<file path="src/rtl/turn_signal_ctrl.sv">
// Driver-input front end for the tail-light sequencer: syncs and debounces the stalk and hazard
// inputs, divides the system clock to Clk_2Hz, latches hazard and runs the turn/tap FSM.
module turn_signal_ctrl #(
  parameter int unsigned DEB_CYCLES  = 500000,
  parameter int unsigned HALF_DIV    = 12500000,
  parameter int unsigned TAP_TICKS   = 2,
  parameter int unsigned TAP_FLASHES = 12
) (
  input  logic Clk,
  input  logic RST,
  input  logic SW_LEFT,
  input  logic SW_RIGHT,
  input  logic BTN_HAZ,
  output logic Clk_2Hz,
  output logic LEFT,
  output logic RIGHT,
  output logic HAZ
);

  localparam int unsigned DebW = $clog2(DEB_CYCLES + 1);
  localparam int unsigned DivW = $clog2(HALF_DIV + 1);
  localparam logic [DebW-1:0] DebMax = DebW'(DEB_CYCLES - 1);
  localparam logic [DivW-1:0] DivMax = DivW'(HALF_DIV - 1);
  localparam logic [4:0] TapTicks = 5'(TAP_TICKS);
  localparam logic [4:0] TapFlashes = 5'(TAP_FLASHES);

  typedef enum logic [2:0] {
    StIdle,
    StLeftOn,
    StLeftTap,
    StRightOn,
    StRightTap
  } state_t;

  // Bit 0 = left stalk, bit 1 = right stalk, bit 2 = hazard button.
  logic [2:0]      raw;
  logic [2:0]      sync1_q, sync2_q, deb_q;
  logic [DebW-1:0] deb_cnt_q [3];

  assign raw = {BTN_HAZ, SW_RIGHT, SW_LEFT};

  always_ff @(posedge Clk) begin
    if (RST) begin
      sync1_q <= '0;
      sync2_q <= '0;
      deb_q   <= '0;
      for (int i = 0; i < 3; i++) deb_cnt_q[i] <= '0;
    end else begin
      sync1_q <= raw;
      sync2_q <= sync1_q;
      for (int i = 0; i < 3; i++) begin
        if (sync2_q[i] == deb_q[i]) begin
          deb_cnt_q[i] <= '0;
        end else if (deb_cnt_q[i] == DebMax) begin
          deb_q[i]     <= sync2_q[i];
          deb_cnt_q[i] <= '0;
        end else begin
          deb_cnt_q[i] <= deb_cnt_q[i] + 1'b1;
        end
      end
    end
  end

  logic [DivW-1:0] div_cnt_q;
  logic            tick_q;

  // tick_q is high for the one cycle in which Clk_2Hz has just become 1.
  always_ff @(posedge Clk) begin
    if (RST) begin
      div_cnt_q <= '0;
      Clk_2Hz   <= 1'b0;
      tick_q    <= 1'b0;
    end else if (div_cnt_q == DivMax) begin
      div_cnt_q <= '0;
      Clk_2Hz   <= ~Clk_2Hz;
      tick_q    <= ~Clk_2Hz;
    end else begin
      div_cnt_q <= div_cnt_q + 1'b1;
      tick_q    <= 1'b0;
    end
  end

  logic haz_prev_q;

  always_ff @(posedge Clk) begin
    if (RST) begin
      haz_prev_q <= 1'b0;
      HAZ        <= 1'b0;
    end else begin
      haz_prev_q <= deb_q[2];
      if (deb_q[2] && !haz_prev_q) HAZ <= ~HAZ;
    end
  end

  state_t     state_q, state_d;
  logic [4:0] edge_cnt_q, edge_cnt_d, cnt_inc;
  logic       l, r, keep_cnt;

  assign l = deb_q[0];
  assign r = deb_q[1];

  always_comb begin
    cnt_inc  = (tick_q && edge_cnt_q != 5'd31) ? edge_cnt_q + 5'd1 : edge_cnt_q;
    state_d  = state_q;
    keep_cnt = 1'b0;
    unique case (state_q)
      StIdle: begin
        if (l && !r)      state_d = StLeftOn;
        else if (r && !l) state_d = StRightOn;
      end
      StLeftOn: begin
        if (l && r) begin
          state_d = StIdle;
        end else if (!l) begin
          keep_cnt = (cnt_inc < TapTicks);
          state_d  = keep_cnt ? StLeftTap : StIdle;
        end
      end
      StRightOn: begin
        if (l && r) begin
          state_d = StIdle;
        end else if (!r) begin
          keep_cnt = (cnt_inc < TapTicks);
          state_d  = keep_cnt ? StRightTap : StIdle;
        end
      end
      StLeftTap, StRightTap: begin
        // Fault is checked first so it wins over a simultaneous expiry.
        if (l && r)                     state_d = StIdle;
        else if (r)                     state_d = StRightOn;
        else if (l)                     state_d = StLeftOn;
        else if (cnt_inc >= TapFlashes) state_d = StIdle;
      end
      default: state_d = StIdle;
    endcase
    edge_cnt_d = (state_d != state_q && !keep_cnt) ? 5'd0 : cnt_inc;
  end

  always_ff @(posedge Clk) begin
    if (RST) begin
      state_q    <= StIdle;
      edge_cnt_q <= '0;
      LEFT       <= 1'b0;
      RIGHT      <= 1'b0;
    end else begin
      state_q    <= state_d;
      edge_cnt_q <= edge_cnt_d;
      LEFT       <= (state_d == StLeftOn) || (state_d == StLeftTap);
      RIGHT      <= (state_d == StRightOn) || (state_d == StRightTap);
    end
  end

endmodule

</file>
<file path="config.mk">
export PLATFORM = sky130hd
export DESIGN_NAME = turn_signal_ctrl
export DESIGN_NICKNAME = d
export VERILOG_FILES = /design/src/rtl/turn_signal_ctrl.sv
export SDC_FILE = /design/constraint.sdc
export NUM_CORES = 1
export LEC_CHECK = 0
export CELL_PAD_IN_SITES_DETAIL_PLACEMENT = 2
export CELL_PAD_IN_SITES_GLOBAL_PLACEMENT = 2
export CORE_UTILIZATION = 37
export DETAILED_ROUTE_END_ITERATION = 8
export PLACE_DENSITY_LB_ADDON = 0.3
export SYNTH_ARGS = -nofsm -noshare
export SYNTH_HDL_FRONTEND = slang
export SYNTH_SLANG_ARGS = --single-unit
</file>
<file path="constraint.sdc">
create_clock -name Clk -period 2.5 [get_ports Clk]
set_clock_uncertainty 0.05 [all_clocks]
set_input_delay 0.375 -clock Clk [delete_from_list [all_inputs] [get_ports Clk]]
set_output_delay 0.375 -clock Clk [all_outputs]
set_load 0.005 [all_outputs]
</file>
; Word-level counts from Yosys, hierarchy flattened
; Memory sizes are Yosys's and may differ from the RTL's.
; Cells that the tools add are included.
[op_classes]
n_shift = 0
bitwise = 15
order_cmp = 2
multipliers = 0
div_mod_pow = 0
add_sub_neg = 5
reduce_logical = 20
eq_ne = 17
n_mux = 63
[op_table]
columns = operator, n
row1 = $mux W19, 9
row2 = $add A19 B1 Y19 const B, 3
row3 = $eq A19 B19 Y1 const B, 3
row4 = $mux W1, 39
row5 = $mux W3, 11
row6 = $add A24 B1 Y24 const B, 1
row7 = $eq A24 B24 Y1 const B, 1
row8 = $eq A3 B2 Y1 const B, 4
row9 = $pmux W3 S4, 1
row10 = $or A1 B1 Y1, 9
row11 = $reduce_or A2 Y1, 4
row12 = $eq A3 B1 Y1 const B, 2
row13 = $eq A3 B3 Y1 const B, 2
row14 = $logic_and A1 B1 Y1, 6
row15 = $not A1 Y1, 6
row16 = $reduce_and A2 Y1, 3
row17 = $add A5 B1 Y5 const B, 1
row18 = $ge A5 B4 Y1 const B, 1
row19 = $lt A5 B2 Y1 const B, 1
row20 = $mux W5, 1
row21 = $ne A5 B5 Y1 const B, 1
row22 = $logic_not A1 Y1, 4
row23 = $eq A1 B1 Y1, 3
row24 = $logic_not A3 Y1, 1
row25 = other kinds (4), 5
[word_totals]
n_memories = 1
regBits = 47
latchBits = 0
ramBits = 57
word_cells = 137
mem_bits_ro = 0
input_bits = 5
[memory_table]
columns = name, depth, width, read_ports, rd_clocked_by_memory_dff, wr, line
row1 = deb_cnt_q, 3, 19, 3, 0, 3, 38  ; logic [DebW-1:0] deb_cnt_q [3];

; Logic depth before layout (Yosys ltp)
[logic_depth]
depth_word = 12
depth_mapped = 10

; Least setup slack after synthesis
; No wires, ideal clock.
[synth_timing]
path_type = flip-flop to flip-flop
startpoint = register edge_cnt_q[0]
endpoint = register edge_cnt_q[1]
stages_incl_launch_ff = 11
slack_ps = 137
path_buffers = 1
setup_ps = 129
t_arrival_ps = 2184
synth_period_minus_slack_ps = 2363
path_cell_list = dfxtp_1 -> ha_1 -> and3_1 -> ha_1 -> nand2b_4 -> buf_6 -> or3_4 -> a21oi_1 -> o21ai_0 -> a211oi_1 -> nor4_1
[synth_via]
elab_chain_len = 12
word_cells_on_any_way = 26
classes_between = add/sub: 1 / order compare: 2 / eq/ne: 2 / mux: 17 / reduce/logical: 4
[synth_lines]
columns = element, line
row1 = start: declaration, 96  ; logic [4:0] edge_cnt_q, edge_cnt_d, cnt_inc;
row2 = start signal: assignment, 147  ; edge_cnt_q <= edge_cnt_d;
row3 = "parallel branches: the longest is 2 deep, another holds $add A5 B1 Y5", --
row4 = $mux W5 (*), 103  ; cnt_inc = (tick_q && edge_cnt_q != 5'd31) ? edge_cnt_q + 5'd1 : edge_cnt_q;
row5 = $ge A5 B4 Y1, 132  ; else if (cnt_inc >= TapFlashes) state_d = StIdle;
row6 = $mux W3, 132
row7 = $mux W3, 131  ; else if (l) state_d = StLeftOn;
row8 = $mux W3, 130  ; else if (r) state_d = StRightOn;
row9 = $mux W3, 129  ; if (l && r) state_d = StIdle;
row10 = $pmux W3 S4, 106  ; unique case (state_q)
row11 = $ne A3 B3 Y1, 136  ; edge_cnt_d = (state_d != state_q && !keep_cnt) ? 5'd0 : cnt_inc;
row12 = $logic_and A1 B1 Y1, 136
row13 = $reduce_or A2 Y1 (no line), --
; Every way passes the cells marked *.
; A chain may end at the register's enable or synchronous reset.

; Worst setup path in the final report
[layout_timing]
startpoint = register edge_cnt_q[1]
endpoint = register edge_cnt_q[4]
; Same word-level chain as after synthesis.

==> impl_summary.log <==
INFO  metric run_status = finished clean
INFO  metric synth.avg_cell_area = 10.0 µm²
INFO  metric yosys-top-cells-count = sky130_fd_sc_hd__nor2_1, sky130_fd_sc_hd__edfxtp_1, sky130_fd_sc_hd__dfxtp_1, sky130_fd_sc_hd__xor2_1, sky130_fd_sc_hd__nand3_1
INFO  metric post-synth-top-count-cell = sky130_fd_sc_hd__nor2_1
INFO  metric synth-main-ff-cell = sky130_fd_sc_hd__edfxtp_1
INFO  metric combPwrFrac = under 10%
INFO  metric final_design_area_no_fill = ~6100 µm²
INFO  metric rr_startpoint = edge_cnt_q[1]$_SDFF_PP0_
INFO  metric globalplace.congestion = 0.785
INFO  metric worst_skew_pair.late_latency = 0.35 ns
INFO  metric fraction_of_power_spent_switching_nets = 22.3%
INFO  metric synth_top_family_by_area = simple AND/OR/NAND/NOR gates
INFO  metric delay_of_the_slowest_critical_path_stage = ~0.42 ns
INFO  metric die_x = 120 µm
INFO  metric wire_per_inst = 15.9 µm
INFO  metric cts.sink_count = 104
INFO  metric postLayoutCoreUtil = about 45%
INFO  metric tritoncts = yes
INFO  metric finalWirelength = 12200 µm
INFO  metric worst-setup-path-type = flop to flop
INFO  metric min_path_type = flop to flop
INFO  metric grt_first_pass_wirelength = approximately 20000 µm
INFO  metric initial_drt_markers = 136
INFO  metric synth-xor-area-share = 13.5%
INFO  metric timing.critical_path.slowest_stage_cell = sky130_fd_sc_hd__or3_4
INFO  metric layout_worst_path_cycle_share = 99.3%
INFO  metric yosysSeqAreaShare = 51.6%
INFO  metric vias = about 3800
INFO  metric maxCapViolations = 0
INFO  metric yosysTopAreaCellShare = 33.3%
INFO  metric synthesized_flop_and_latch_total = 104
INFO  metric launch_point_of_the_critical_path = edge_cnt_q[1]$_SDFF_PP0_
INFO  metric post_synth_edffs = 57
INFO  metric max-clock-path-buffers = 2
INFO  metric intPower = 2700 µW
INFO  metric vdd_ir_max = roughly 0.0004 V
INFO  metric fin_crit = 2.48 ns
INFO  metric hold_path_startpoint = sync1_q[2]$_SDFF_PP0_
INFO  metric drive_gt1_share = 8.98%
INFO  metric floorplan.die.height = 120 µm
INFO  metric syn-cell-area = slightly above 5000 µm²
INFO  metric cts-buffers-inserted = 9
INFO  metric end_kind = flop
INFO  metric via_count_of_the_first_global_routing_pass = 4272
INFO  metric final.setup.worst_slack = 0.0181 ns
INFO  metric post_synth_num_cell_types = 52
INFO  metric drt_first_pass_iters = 4
INFO  metric path_max_fanout = 5
INFO  metric area_fraction_in_compound_gates_after_synthesis = 3.14%
INFO  metric place.port_buffers = 8
INFO  metric data_required_time_at_the_worst_endpoint = around 2.7 ns
INFO  metric placementRows = 42
INFO  metric antenna_cells_inserted = 0
INFO  metric rsz0062_at_grt = yes
INFO  metric placeableCoreArea = 13400 µm²
INFO  metric globalRouteMet2Util = roughly 33%
INFO  metric yosys.area_share.simple = 25.9%
INFO  metric worst_setup_hold_path_clk_slew = 0.07 ns
INFO  metric fraction_of_met1_tracks_used_by_global_routing = 19.1%
INFO  metric yosys_warnings = 0
INFO  metric power.total = 3480 µW
INFO  metric ios = 9
INFO  metric grt_antenna_before_repair = 0
INFO  metric die-area = about 14000 µm²
INFO  metric post_synth_fa_ha_maj_area_fraction = 1.46%
INFO  metric worstSetupStartpointType = flop
INFO  metric area_delta_synth_final = 18.4%
INFO  metric worstPathArrival = 2.68 ns
INFO  metric top_usage_layer = met2
INFO  metric htree_num_levels = 3
INFO  metric drc = 0
INFO  metric syn-instance-count = 512
INFO  metric multi_input_area = 2660 µm²
INFO  metric grt_usage = approximately 17%
INFO  metric dp_worst_setup_slack = -0.0358 ns
INFO  metric path_cells = ha_4 > and3_4 > ha_4 > nand2b_4 > or3_4 > and2_4 > a221oi_4 > a21oi_2 > nor4_1
INFO  metric worst-slew-pin-transition = roughly 0.62 ns
INFO  metric pwr-share-seq = 54.5%
INFO  metric area.sequential = 2660 µm²
INFO  metric power.clock.fraction = 42.2%
INFO  metric globalRouteOverflowTotal = 0
INFO  metric async_flop_share = 0%
INFO  metric critical-path-top-cell-by-count = sky130_fd_sc_hd__ha_4
INFO  metric max_clock_freq = 403 MHz
INFO  metric viasPerCell = 4.92
INFO  metric dpl_cell_area = 5600 µm²
INFO  metric yosysTopAreaCell = sky130_fd_sc_hd__edfxtp_1
INFO  metric dpl.cell_count = 744
INFO  metric met3_usage_grt = 4.52%
INFO  metric maxSlewViolCount = 0
INFO  metric p_switching = 778 µW
INFO  metric final_hold_violation_count = 0
INFO  metric floorplan.initialDensity = around two fifths
INFO  metric fillers = approximately 1500
INFO  metric postRouteAntennaNets = 0
INFO  metric stdcell_count = roughly 770
INFO  metric cellLeakagePower = 0.00213 µW
INFO  metric ys_top_cells_by_area = sky130_fd_sc_hd__edfxtp_1, sky130_fd_sc_hd__dfxtp_1, sky130_fd_sc_hd__nor2_1
INFO  metric nNetsFinal = 596
INFO  metric place_hpwl = 8170 µm
INFO  metric setup_violations = 0
INFO  metric yosys-mux-area-fraction = 1.39%
INFO  metric grt_start_max_net_pins = 25
INFO  metric power.density_cell_area = 573 nW/µm²
INFO  metric maxSlewHeadroom = 58.0%
INFO  metric cts-root-buf = sky130_fd_sc_hd__clkbuf_16
==> worst max-delay path: cells and delay by family (launching register included) <==
kind | cells | cell delay (ns)
AO/OA/AOI/OAI | 2 | 0.42
flip-flops | 1 | 0.36
adder cells (fa/ha/maj) | 2 | 0.32
AND/OR/NAND/NOR | 5 | 1.23
==> metal layers <==
metal,up-vias,wire length [µm],share of wire (%)
met2,18,6550,54
met1,1870,5230,43
met3,11,239,2.0
li1,1867,-,-
met5,-,0,0
met4,0,141,1.2
==> sequential cells by signal, indices dropped and copies added (netlist names) <==
name,cells
Clk_2Hz,1
edge_cnt_q,5
LEFT,1
haz_prev_q,1
deb_cnt_q,57
div_cnt_q,24
HAZ,1
RIGHT,1
state_q,3
tick_q,1
sync1_q,3
sync2_q,3
deb_q,3
==> cells by family after synthesis <==
family	count (synthesis)
multiplexers	7
flip-flops	104
AO/OA/AOI/OAI	23
other	1
XOR/XNOR	79
AND/OR/NAND/NOR	267
adder cells (fa/ha/maj)	6
buffers and inverters	25
==> cells in the final DEF, fill, tap and decap left out, drive strengths merged, types with 2 or more instances in the layout <==
cell type / synthesis / layout
a21oi: 6 / 6
conb: 1 / 57
nor4b: 5 / 5
nand2: 27 / 27
nand3b: 2 / 2
buf: 12 / 14
xnor2: 32 / 32
nand2b: 4 / 4
clkdlybuf4s50: 0 / 8
nand4: 14 / 14
a211oi: 3 / 3
edfxtp: 57 / 57
clkbuf: 4 / 13
and3: 15 / 15
nand3: 35 / 35
dfxtp: 47 / 47
nor4: 12 / 12
or4b: 2 / 2
nor2: 114 / 114
o21ai: 5 / 5
and4: 4 / 4
or2: 2 / 2
and2: 2 / 2
xor2: 47 / 47
nor2b: 11 / 11
mux2i: 6 / 6
ha: 6 / 6
or3: 6 / 6
nor3: 7 / 7
o21a: 2 / 2
inv: 9 / 12
==> per-stage QoR <==
stage	hold WS, ns	setup TNS (ns)
finish	0.408	0
global route	0.425	-0.226
CTS	0.408	0
detailed placement	0.387	-0.0481
global placement	0.374	0
floorplan	0.364	0
==> power groups by stage <==
stage / Clock, µW / Sequential, µW / Combinational [µW]
detailed placement: 0 / 1940 / 114
global placement: 0 / 1930 / 108
global route: 1580 / 1910 / 134
CTS: 1510 / 1900 / 115
floorplan: 0 / 1920 / 88.5
finish: 1470 / 1900 / 117
==> final timing paths <==
path                                   end  slack [ns]  cells past startpoint
hold reg to reg      sync2_q[2]$_SDFF_PP0_        0.41                      1
setup / recovery  edge_cnt_q[4]$_SDFF_PP0_        0.02                      9
setup reg to reg  edge_cnt_q[4]$_SDFF_PP0_        0.02                      9
hold / removal       sync2_q[2]$_SDFF_PP0_        0.41                      1
==> layout make-up <==
| class | instances | area share (%) |
|---|---|---|
| clock buffers | 13 | 4.65 |
| clock inverters | 3 | 0.432 |
| inverters | 9 | 0.556 |
| multi-input cells | 439 | 43.8 |
| flip-flops and latches | 104 | 43.7 |
| well taps | 176 | 3.62 |
| repair buffers | 22 | 3.25 |
==> repair_timing <==
action                     CTS  global route
setup endpoints to repair    6             6
resized for setup            9            16
buffers inserted             2             4
cloned                       0             0
hold buffers                 0             0
pin swaps                    5             7
No activity file was read; power rests on OpenSTA's default activity.
